[src/rtl/criscv_mem_bridge.sv]
`default_nettype none
// +-----------------------------------------------------------------------------+
// | criscv_mem_bridge: core memory port to word-wide byte-enabled backend, with |
// | misalignment flag; MMIO bank when CRISCV_BRIDGE_MMIO_EN is defined. Rev 1.0 |
// +-----------------------------------------------------------------------------+
module criscv_mem_bridge #(
  parameter int ADDR_W = 16
) (
  input  logic              mclk,
  input  logic              reset,
  input  logic [31:0]       mem_address,
  input  logic              mem_rw_req,
  input  logic              mem_rw,
  input  logic [31:0]       mem_write_data,
  input  logic [1:0]        mem_size,
  output logic [31:0]       mem_read_data,
  output logic              mem_rec,
  output logic [ADDR_W-3:0] ram_addr,
  output logic              ram_req,
  output logic              ram_we,
  output logic [3:0]        ram_be,
  output logic [31:0]       ram_wdata,
  input  logic [31:0]       ram_rdata,
  input  logic              ram_ack,
  input  logic [7:0]        gpio_in,
  output logic [7:0]        gpio_out,
  output logic              err,
  output logic [31:0]       err_addr
);

  typedef enum logic [2:0] {
    S_IDLE     = 3'd0,
    S_RAM_WAIT = 3'd1,
    S_LOCAL    = 3'd2,
    S_RESP     = 3'd3,
    S_RELEASE  = 3'd4
  } state_t;

  state_t      r_state;
  logic [1:0]  r_lane;
  logic [1:0]  r_size;
  logic        r_rw;
  logic        r_misal;
  logic        w_misal;
  logic        w_mmio;
  logic [3:0]  w_be;
  logic [31:0] w_wdata;
  logic [31:0] w_local_rdata;

  function automatic logic [31:0] lane_align(input logic [31:0] word,
                                             input logic [1:0]  lane,
                                             input logic [1:0]  size);
    logic [31:0] shifted;
    shifted = word >> {lane, 3'b000};
    case (size)
      2'd0:    lane_align = {24'h0, shifted[7:0]};
      2'd1:    lane_align = {16'h0, shifted[15:0]};
      default: lane_align = shifted;
    endcase
  endfunction

  always_comb begin
    w_be    = 4'b1111;
    w_wdata = mem_write_data;
    w_misal = ((mem_size == 2'd1) && mem_address[0]) ||
              (mem_size[1] && (mem_address[1:0] != 2'b00));
    case (mem_size)
      2'd0: begin
        w_be    = 4'b0001 << mem_address[1:0];
        w_wdata = {4{mem_write_data[7:0]}};
      end
      2'd1: begin
        w_be    = mem_address[1] ? 4'b1100 : 4'b0011;
        w_wdata = {2{mem_write_data[15:0]}};
      end
      default: begin
        w_be    = 4'b1111;
        w_wdata = mem_write_data;
      end
    endcase
  end

`ifdef CRISCV_BRIDGE_MMIO_EN
  logic [31:0] r_cycle_cnt;
  logic [7:0]  r_gpio;
  logic [1:0]  r_reg_off;
  logic        r_reg_hit;
  logic [31:0] w_reg_word;

  assign w_mmio   = (mem_address[31:28] == 4'hF);
  assign gpio_out = r_gpio;

  // Registers outside the 16-byte window read as zero.
  always_comb begin
    w_reg_word = 32'h0;
    if (r_reg_hit) begin
      case (r_reg_off)
        2'd0:    w_reg_word = {24'h0, r_gpio};
        2'd1:    w_reg_word = {24'h0, gpio_in};
        2'd2:    w_reg_word = r_cycle_cnt;
        default: w_reg_word = {31'h0, err};
      endcase
    end
  end

  assign w_local_rdata = r_misal ? 32'h0 : lane_align(w_reg_word, r_lane, r_size);

  always_ff @(posedge mclk) begin
    if (!reset) r_cycle_cnt <= 32'h0;
    else        r_cycle_cnt <= r_cycle_cnt + 32'd1;
  end
`else
  logic w_unused_ok;

  assign w_mmio        = 1'b0;
  assign gpio_out      = 8'h00;
  assign w_local_rdata = 32'h0;
  assign w_unused_ok   = ^{gpio_in, r_misal};
`endif

  always_ff @(posedge mclk) begin
    if (!reset) begin
      r_state       <= S_IDLE;
      mem_rec       <= 1'b0;
      mem_read_data <= 32'h0;
      ram_req       <= 1'b0;
      ram_we        <= 1'b0;
      ram_be        <= 4'h0;
      ram_addr      <= '0;
      ram_wdata     <= 32'h0;
      err           <= 1'b0;
      err_addr      <= 32'h0;
      r_lane        <= 2'd0;
      r_size        <= 2'd0;
      r_rw          <= 1'b0;
      r_misal       <= 1'b0;
`ifdef CRISCV_BRIDGE_MMIO_EN
      r_gpio        <= 8'h00;
      r_reg_off     <= 2'd0;
      r_reg_hit     <= 1'b0;
`endif
    end else begin
      mem_rec <= 1'b0;
      case (r_state)
        S_IDLE: begin
          if (mem_rw_req) begin
            r_lane    <= mem_address[1:0];
            r_size    <= mem_size;
            r_rw      <= mem_rw;
            r_misal   <= w_misal;
            ram_addr  <= mem_address[ADDR_W-1:2];
            ram_we    <= mem_rw;
            ram_be    <= w_be;
            ram_wdata <= w_wdata;
`ifdef CRISCV_BRIDGE_MMIO_EN
            r_reg_off <= mem_address[3:2];
            r_reg_hit <= (mem_address[27:4] == 24'h0);
`endif
            // Misaligned and MMIO accesses both complete locally, no backend cycle.
            if (w_misal) begin
              r_state <= S_LOCAL;
              if (!err) begin
                err      <= 1'b1;
                err_addr <= mem_address;
              end
            end else if (w_mmio) begin
              r_state <= S_LOCAL;
            end else begin
              ram_req <= 1'b1;
              r_state <= S_RAM_WAIT;
            end
          end
        end
        S_RAM_WAIT: begin
          if (ram_ack) begin
            ram_req       <= 1'b0;
            mem_read_data <= r_rw ? 32'h0 : lane_align(ram_rdata, r_lane, r_size);
            mem_rec       <= 1'b1;
            r_state       <= S_RESP;
          end
        end
        S_LOCAL: begin
          mem_read_data <= r_rw ? 32'h0 : w_local_rdata;
`ifdef CRISCV_BRIDGE_MMIO_EN
          if (r_rw && !r_misal && r_reg_hit && ram_be[0]) begin
            if (r_reg_off == 2'd0) r_gpio <= ram_wdata[7:0];
            if ((r_reg_off == 2'd3) && ram_wdata[0]) err <= 1'b0;
          end
`endif
          mem_rec <= 1'b1;
          r_state <= S_RESP;
        end
        S_RESP:    r_state <= S_RELEASE;
        S_RELEASE: if (!mem_rw_req) r_state <= S_IDLE;
        default:   r_state <= S_IDLE;
      endcase
    end
  end

endmodule
`default_nettype wire

[config.mk]
export PLATFORM = sky130hd
export DESIGN_NAME = criscv_mem_bridge
export DESIGN_NICKNAME = d
export VERILOG_FILES = /design/src/rtl/criscv_mem_bridge.sv
export SDC_FILE = /design/constraint.sdc
export NUM_CORES = 1
export LEC_CHECK = 0
export CAP_MARGIN = 20
export CORE_UTILIZATION = 38
export DETAILED_ROUTE_END_ITERATION = 7
export PLACE_DENSITY = 0.76
export SYNTH_ARGS = -nofsm -noshare
export SYNTH_HDL_FRONTEND = slang
export SYNTH_SLANG_ARGS = --single-unit
[constraint.sdc]
create_clock -name mclk -period 1.8 [get_ports mclk]
set_input_delay 0.54 -clock mclk [delete_from_list [all_inputs] [get_ports mclk]]
set_output_delay 0.54 -clock mclk [all_outputs]
set_load 0.02 [all_outputs]
==> results.md, run 1 <==
- The total power of the final layout is 0.008553 W.
- The worst-case IR drop observed on VDD is around 620 uV.
- The post-synthesis cell type count is 38.
- The first-pass detailed-route iteration total is 4.
- In this run the number of H-tree levels came out at 4.
- The static leakage is 3.804 nW.
- 0 antenna diodes ended up in the layout.
- The data required time at the worst endpoint is about 2.1 ns.
- In the final design database the tool counted between 900 and 1000 nets.
- Of all cell types, the one taking the most synthesized area is sky130_fd_sc_hd__dfxtp_1.
- For this run, the total global-route usage over all layers was measured as between 20% and 30%.
- The number of vias per cell is approximately 5.
- The count of cells along the worst hold path is 2.
- The die is 121.0 um tall.
- The quantity of hold-fixing buffers added after cts is 0.
- Clock skew on the completed layout was measured at around 0.0063 ns.
- After clock tree synthesis, the clock-pin slew on the worst setup and hold paths is approximately 0.050 ns.
- The fraction of layout cells with a size suffix above 1 is 11.68%.
- Dividing total power by cell area gives a power density of 995.1 nW/um2.
- CTS placed an instance of sky130_fd_sc_hd__clkbuf_16 at the clock tree root.
- The area growth from synthesis to final layout is 59.69%.
- The total area inside the core boundary comes to around 14000 um2.
- The final count of pins violating max slew is 0.
- The floorplan step defined a die boundary enclosing between 10000 and 15000 um2.
- Buffers placed on the I/O ports in this run total 220.
- The sum of routed wire length over all layers is 16.38 mm.
- The die outline width is about 120 um.
- In this run, the number of DRC markers left after iteration 0 of detailed routing was between 200 and 300.
- The proportion of synthesized chip area in sequential cells is a little under half.
- The worst-case clock buffer depth is 2.
- The flow ran to the end, and the final reports show no timing, DRC or antenna violations.
- The clock sink count is between 100 and 150.
- Setup repair after global routing could not meet its margin everywhere.
- The number of buffers added by the clock tree synthesis step is 17.
- The primary flip-flop cell chosen by synthesis mapping is sky130_fd_sc_hd__dfxtp_1.
- The worst max-slew margin expressed relative to the limit is 54.35%.
- The worst slack at placement is -0.6763 ns.
- The top fanout value on the critical path is 8.
- The synthesized netlist occupies a cell area of around 5400 um2.
- The number of global-route vias before repair is 4904.
- The most common cell in the netlist is sky130_fd_sc_hd__nand2_1.
- The timing-limited maximum frequency is 568.3 MHz.
- The share of flip-flops with an asynchronous set or reset is 0%.
- The tool flagged a number of max-cap violations equal to 0.
- Routability-driven placement finished with a final weighted congestion of 0.8026.
- The pin slew with the least headroom to its limit is between 0.6 and 0.7 ns.
- The worst setup path is launched from a flop.
- In this run the core area contains 43 standard-cell rows.
- The synthesized design devotes to its leading area cell type between 40% and 50% of total area.
- For this run, design rule violations remaining after detail routing come to 0.
- Detailed placement finished with a half-perimeter wire length of between 10 and 15 mm.
- The largest net degree at the start of global routing is 96.
- The gate count of the mapped netlist is a little over 600.
- By startpoint and endpoint, the worst setup path is classified as flop to flop.
- The synthesized area divided by synthesized cell count is about 8.8 um2.
- Traced cell by cell, the critical path runs through buf_6, or4b_4, nor4_4, buf_6, buf_12, mux2i_1.
- The detailed-route wire length per cell is around 16 um.
- TritonCTS built the clock tree.
- After synthesis the netlist holds a flip-flop and latch count of roughly 130.
- The library cell appearing most often on the critical path is sky130_fd_sc_hd__buf_6.
- The number of top-level pins is between 200 and 250.
- On the worst path, the slowest cell contributes a delay of roughly 0.5 ns.
- The kind of end point of the critical path is a flop.
- For this run the aggregate overflow at the end of global routing stands at 0.
- The depth of the most critical reg-to-reg path is 6.
- After synthesis, the most frequently instantiated cells are 153 x sky130_fd_sc_hd__nand2_1, 125 x sky130_fd_sc_hd__dfxtp_1, 64 x sky130_fd_sc_hd__mux2i_1, 35 x sky130_fd_sc_hd__a21oi_1, 34 x sky130_fd_sc_hd__clkbuf_1.
- After routing, the total negative slack on setup checks comes to 0 ns.
- The yosys synthesis warning count is 0.
- The slowest stage of the critical path belongs to the cell sky130_fd_sc_hd__or4b_4.
- The total vias in the final route is 5243.
- The number of failing hold endpoints at the final stage was 0.
- The final count of negative-setup-slack endpoints is 0.
- The data arrival time of the critical path is 2.09 ns.
- The final period utilization is slightly below 100%.
- The number of synthesized flops with an enable pin is 0.
- The final worst-path setup slack is just over 0.04 ns.
- The number of antenna violations at the first check in global routing is 0.
- The number of nets with antenna violations after detailed routing is 0.
- The clock latency on the worst-skew pair is around 0.41 ns.
- The first global-routing pass estimated approximately 25 mm of wire.
- The type of the most critical hold path is flop to flop.
- Ranked by total cell area, the synthesized netlist is headed by sky130_fd_sc_hd__dfxtp_1 46%, sky130_fd_sc_hd__mux2i_1 12%, sky130_fd_sc_hd__nand2_1 11%.
- The clock period minus worst slack is 1.760 ns.
- For this configuration, the core starts out at a cell density of between 30 and 40%.
through the flow:
stage	area [um2]	util [%]	cells	hold WS [ns]
after detailed placement	7964	57.60	1004	0.4464
final	8596	62.17	1045	0.4487
after global placement	7964	57.60	1004	0.4420
after CTS	8506	61.51	1040	0.4513
after global routing	8596	62.17	1045	0.4634
after floorplan	5410	-	618	0.4363
layout make-up:
cell class / count / area (um2)
clock inverters: 6 / 105.1
well taps: 180 / 225.2
clock buffers: 26 / 509.2
repair buffers: 273 / 2606
fillers: 1228 / 5231
flip-flops and latches: 125 / 2504
inverters: 4 / 15.01
multi-input cells: 431 / 2631
path summary, 6_finish.rpt:
path	startpoint	endpoint	slack, ns
max	r_state[1]	err_addr[2]	0.04
min	ram_addr[6]	ram_addr[6]	0.45
max reg2reg	r_state[1]	err_addr[2]	0.04
min reg2reg	ram_addr[6]	ram_addr[6]	0.45
power breakdown:
part	total [W]	internal [W]	switching (W)
clock	0.00353	0.00236	0.00118
sequential	0.00311	0.00299	0.000116
combinational	0.00192	0.000893	0.00102
what timing repair did:
item	CTS	global route
setup buffers	2	4
gates cloned	2	1
gates resized for setup	122	7
pin swaps	0	1
hold endpoints to repair	0	0
setup endpoints to repair	168	57
critical path, delay by kind of cell, from the launching register on:
kind / cells / cell delay (ns)
DFF: 1 / 0.32
and+or+nand+nor: 2 / 0.73
muxes: 1 / 0.19
buffers and inverters: 3 / 0.45
layout by cell type (no fill, tap or decap), drive strengths merged, types with 9 or more instances in the layout:
cell,Yosys,routed
nand2,153,153
dfxtp,125,125
dlygate4sd2,0,119
clkdlybuf4s50,0,100
mux2i,64,64
buf,24,53
a21oi,35,35
o21ai,33,33
clkbuf,34,27
nor2,22,22
o22ai,16,16
nor2b,10,10
nand3,9,9
kinds of logic (layout without fill, tap and decap cells):
family	Yosys count	in the layout	synth area share, %
other	1	8	0.06967
buffers and inverters	62	309	5.602
DFF	125	125	46.49
muxes	72	72	13.58
AOI/OAI and AO/OA	138	138	16.76
and+or+nand+nor	213	213	17.50
registers in the layout, indices dropped and copies added, names as in the netlist, 2 cells and up:
signal	cells
err_addr	32
mem_read_data	32
r_lane	2
r_size	2
r_state	3
ram_addr	14
ram_be	4
ram_wdata	32
layer usage:
metal / vias to the layer above / share of wire, % / track usage, %
met5: - / 0 / 0
met4: 0 / 0.95 / 6.636
met3: 12 / 8.1 / 6.908
met2: 194 / 47 / 36.43
met1: 2431 / 44 / 27.95
li1: 2606 / - / -
No activity file was read; power rests on OpenSTA's default activity.
==> inputs of run 2 (changes only) <==
Settings changed: CORE_UTILIZATION 38 to 52, DONT_BUFFER_PORTS set to 1, PLACE_DENSITY 0.76 to 0.66.
Clock period 1.8 ns to 1.65 ns, I/O delays scaled along.
==> run 2 against run 1 <==
Net effect:
- the flow now finishes with violations (setup timing)
- fmax rose by 2.5%
- highest routed layer unchanged
- non-clock buffer count fell by 247
- critical path type unchanged
- wire length fell by 14%
- hold slack got worse by 0.34 ns
- clock power rose by 7.4%
- cell count fell by 28%
- first-iteration DRC count fell by 7.0%
- critical endpoint is now err_addr[12]
- clock skew fell by 0.0011 ns
- count of clock-buffer cells in the layout fell by 1
==> results.md, run 2 (synthesized netlist as in run 1, its figures left out) <==
- The die outline width was 103.7 um (-14%).
- The worst max-slew margin expressed relative to the limit is 53.85% (-0.50 points).
- The detailed-route wire length per cell is 18.73 um (+19%).
- The global-route wire length before repair is 21.65 mm (-15%).
- The largest registers in the layout are err_addr: 32 flops, mem_read_data: 32 flops, ram_wdata: 32 flops.
- The core occupancy in the finished layout is 62.70% (+0.54 points).
- The internal cell power was 0.006258 W (+0.29%).
- The all-layer global routing usage is 25.41% (+3.1 points).
- The combined buffer and inverter count along the critical path is 2 (-1).
- The post-route clock skew is 0.005243 ns (-0.001088 ns).
- The worst slack at placement came to -0.2746 ns (+0.4018 ns).
- The leftover overflow at the end of global routing is 0 (unchanged).
- The worst-case clock buffer depth is 2 (unchanged).
- The post-route non-filler standard cell count is 750 (-28%).
- The checks that failed: setup timing.
- The timing-limited maximum frequency came to 582.4 MHz (+2.5%).
- The data required time at the worst endpoint is 2.08 ns (-0.05 ns).
- The number of levels in the clock H-tree is 4 (unchanged).
- The static leakage is 2.333 nW (-39%).
- The clock latency on the worst-skew pair is 0.51 ns (+0.10 ns).
- The number of global-route vias before repair was 4188 (-15%).
- The total power per unit cell area came to 1380 nW/um2 (+39%).
- The top cell types in the final layout, fill and taps aside, are 153 x sky130_fd_sc_hd__nand2_1, 123 x sky130_fd_sc_hd__dfxtp_1, 63 x sky130_fd_sc_hd__mux2i_1.
- The area inside the core boundary is 9910 um2 (-28%).
- The number of diodes added for antenna fixing is 0 (unchanged).
- The kind of end point of the critical path is a flop.
- The critical path class is flop to flop.
- The DRC violation count after routing is 0 (unchanged).
- The number of vias per cell was 5.845 (+17%).
- The library cell used most frequently in the layout, excluding fill and tap cells, is sky130_fd_sc_hd__nand2_1.
- The final weighted congestion of routability-driven global placement was 0.8204 (+2.2%).
- The pin slew with the least headroom to its limit is 0.6908 ns (+0.007509 ns).
- Traced cell by cell, the critical path runs through or4b_4, nor4_4, buf_6, buf_12, mux2i_2.
- The number of failing hold endpoints at the final stage is 0 (unchanged).
- The flow ran to the end, but the final reports show violations.
- The number of antenna violations at the first check in global routing is 0 (unchanged).
- The top fanout value on the critical path is 8 (unchanged).
- The number of top-level pins is 237 (unchanged).
- The cell with the largest stage delay on the worst path is sky130_fd_sc_hd__or4b_4.
- The switching fraction of total power is 26.99% (-0.051 points).
- The data arrival time of the critical path is 2.15 ns (+0.06 ns).
- The count of input and output buffers came to 0 (-100%).
- The number of nets in the finished design was 716 (-26%).
- The first-pass detailed-route iteration total is 5 (+1).
- The starting utilization of the core area is 54.32% (+15 points).
- The power share of the sequential group is 43.1% (+6.8 points).
- The largest net degree at the start of global routing is 98 (+2.1%).
- The biggest cell delay along the critical path came to 0.57 ns (+0.06 ns).
- The final period utilization is 104.1% (+6.3 points).
- The clock period minus worst slack is 1.717 ns (-0.04260 ns).
- The final worst-path setup slack was -0.06702 ns (-0.1074 ns).
- The clock transition at the registers of the reported paths was 0.06 ns (about the same).
- The kind of start point of the critical path is a flop.
- The fraction of layout cells with a size suffix above 1 was 12.16% (+0.48 points).
- The area of the die is 10760 um2 (-27%).
- The quantity of hold-fixing buffers added after cts is 0 (unchanged).
- The worst vdd rail ir drop is 656.0 uV (+5.3%).
- The die span in y was 103.7 um (-14%).
- The clock network fraction of total power is 44.3% (+3.0 points).
- The total vias in the final route is 4384 (-16%).
- The number of fill cells is 864 (-30%).
- The final count of negative-setup-slack endpoints is 33 (+33).
- The type of the most critical hold path is input pin to flop.
- The sum of routed wire length over all layers is 14.05 mm (-14%).
- The final worst hold slack was 0.1096 ns (-0.3390 ns).
- The clock tree from TritonCTS is yes.
- The final count of pins violating max slew came to 0 (unchanged).
- The kind of cell with the highest combined delay along the critical path is simple AND/OR/NAND/NOR gates.
- The count of max-cap constraint violations was 0 (unchanged).
- Setup repair after global routing could not meet its margin everywhere.
- The portion of total power attributed to combinational logic is 12.6% (-9.8 points).
- The cell total after placement is 716 (-29%).
- The cell at the root of the clock tree is sky130_fd_sc_hd__clkbuf_8.
- The count of standard-cell rows is 36 (-16%).
- The area growth from synthesis to final layout is 15.43%.
- The total power of the final layout is 0.008572 W (+0.22%).
- The number of buffers added by the clock tree synthesis step is 17 (unchanged).
- The number of nets with antenna violations after detailed routing was 0 (unchanged).
- The net switching power of the design is 0.002314 W (about the same).
- The DRC marker count from the first detailed-route iteration came to 264 (-7.0%).
- The estimated wirelength of the detail-placed design is 9.262 mm (-16%).
- The clock sink count is 125 (unchanged).
## run 2: cell types whose count changed in the layout (fill, tap and decap cells not counted), moves of 2 or more
cell                              change
sky130_fd_sc_hd__buf_4               -21
sky130_fd_sc_hd__clkdlybuf4s50_1    -100
sky130_fd_sc_hd__dlygate4sd2_1      -119
sky130_fd_sc_hd__clkbuf_8             +2
sky130_fd_sc_hd__clkbuf_1             -2
sky130_fd_sc_hd__buf_12               -4
## run 2: area by class of cell
cell class                      instances  area, um2  area share [%]
Inverter                                4      15.01          0.2416
Sequential cell                       125       2505           40.31
Clock inverter                          6      105.1           1.692
Clock buffer                           25      504.2           8.115
Tap cell                              133      166.4           2.678
Timing Repair Buffer                   26      281.5           4.531
Multi-Input combinational cell        431       2636           42.43
## run 2: metrics by stage
stage / area (um2) / setup TNS [ns]
floorplan: 5418 / -2.928
global placement: 5513 / -5.805
detailed placement: 5513 / -7.016
CTS: 6168 / -0.4378
global route: 6213 / -3.661
finish: 6213 / -1.253
## run 2: power groups by stage
| stage | clock network, W | registers [W] | logic [W] |
|---|---|---|---|
| floorplan | 0 | 0.00370 | 0.000851 |
| global placement | 0 | 0.00375 | 0.000977 |
| detailed placement | 0 | 0.00376 | 0.00101 |
| CTS | 0.00384 | 0.00370 | 0.00105 |
| global route | 0.00400 | 0.00372 | 0.00119 |
| finish | 0.00379 | 0.00370 | 0.00108 |
## run 2: what timing repair did
item | CTS | global route
gates resized for setup | 4 | 6
buffers inserted | 1 | 0
cloned | 1 | 1
endpoints found under the setup margin | 49 | 55
## run 2: final timing paths
kind	from	endpoint	slack, ns	cells after the start
setup / recovery	r_state[2]	err_addr[12]	-0.07	5
hold / removal	mem_write_data[6]	ram_wdata[6]	0.11	2
setup reg to reg	r_state[2]	err_addr[12]	-0.07	5
hold reg to reg	r_size[0]	r_size[0]	0.47	2
## run 2: metal layers
layer | vias to the layer above | GRT usage, % | wire [um]
met5 | - | 0 | 0
met4 | 0 | 9.286 | 165
met3 | 19 | 11.33 | 1352
met2 | 186 | 43.19 | 6913
met1 | 2069 | 27.96 | 5615
li1 | 2110 | - | -
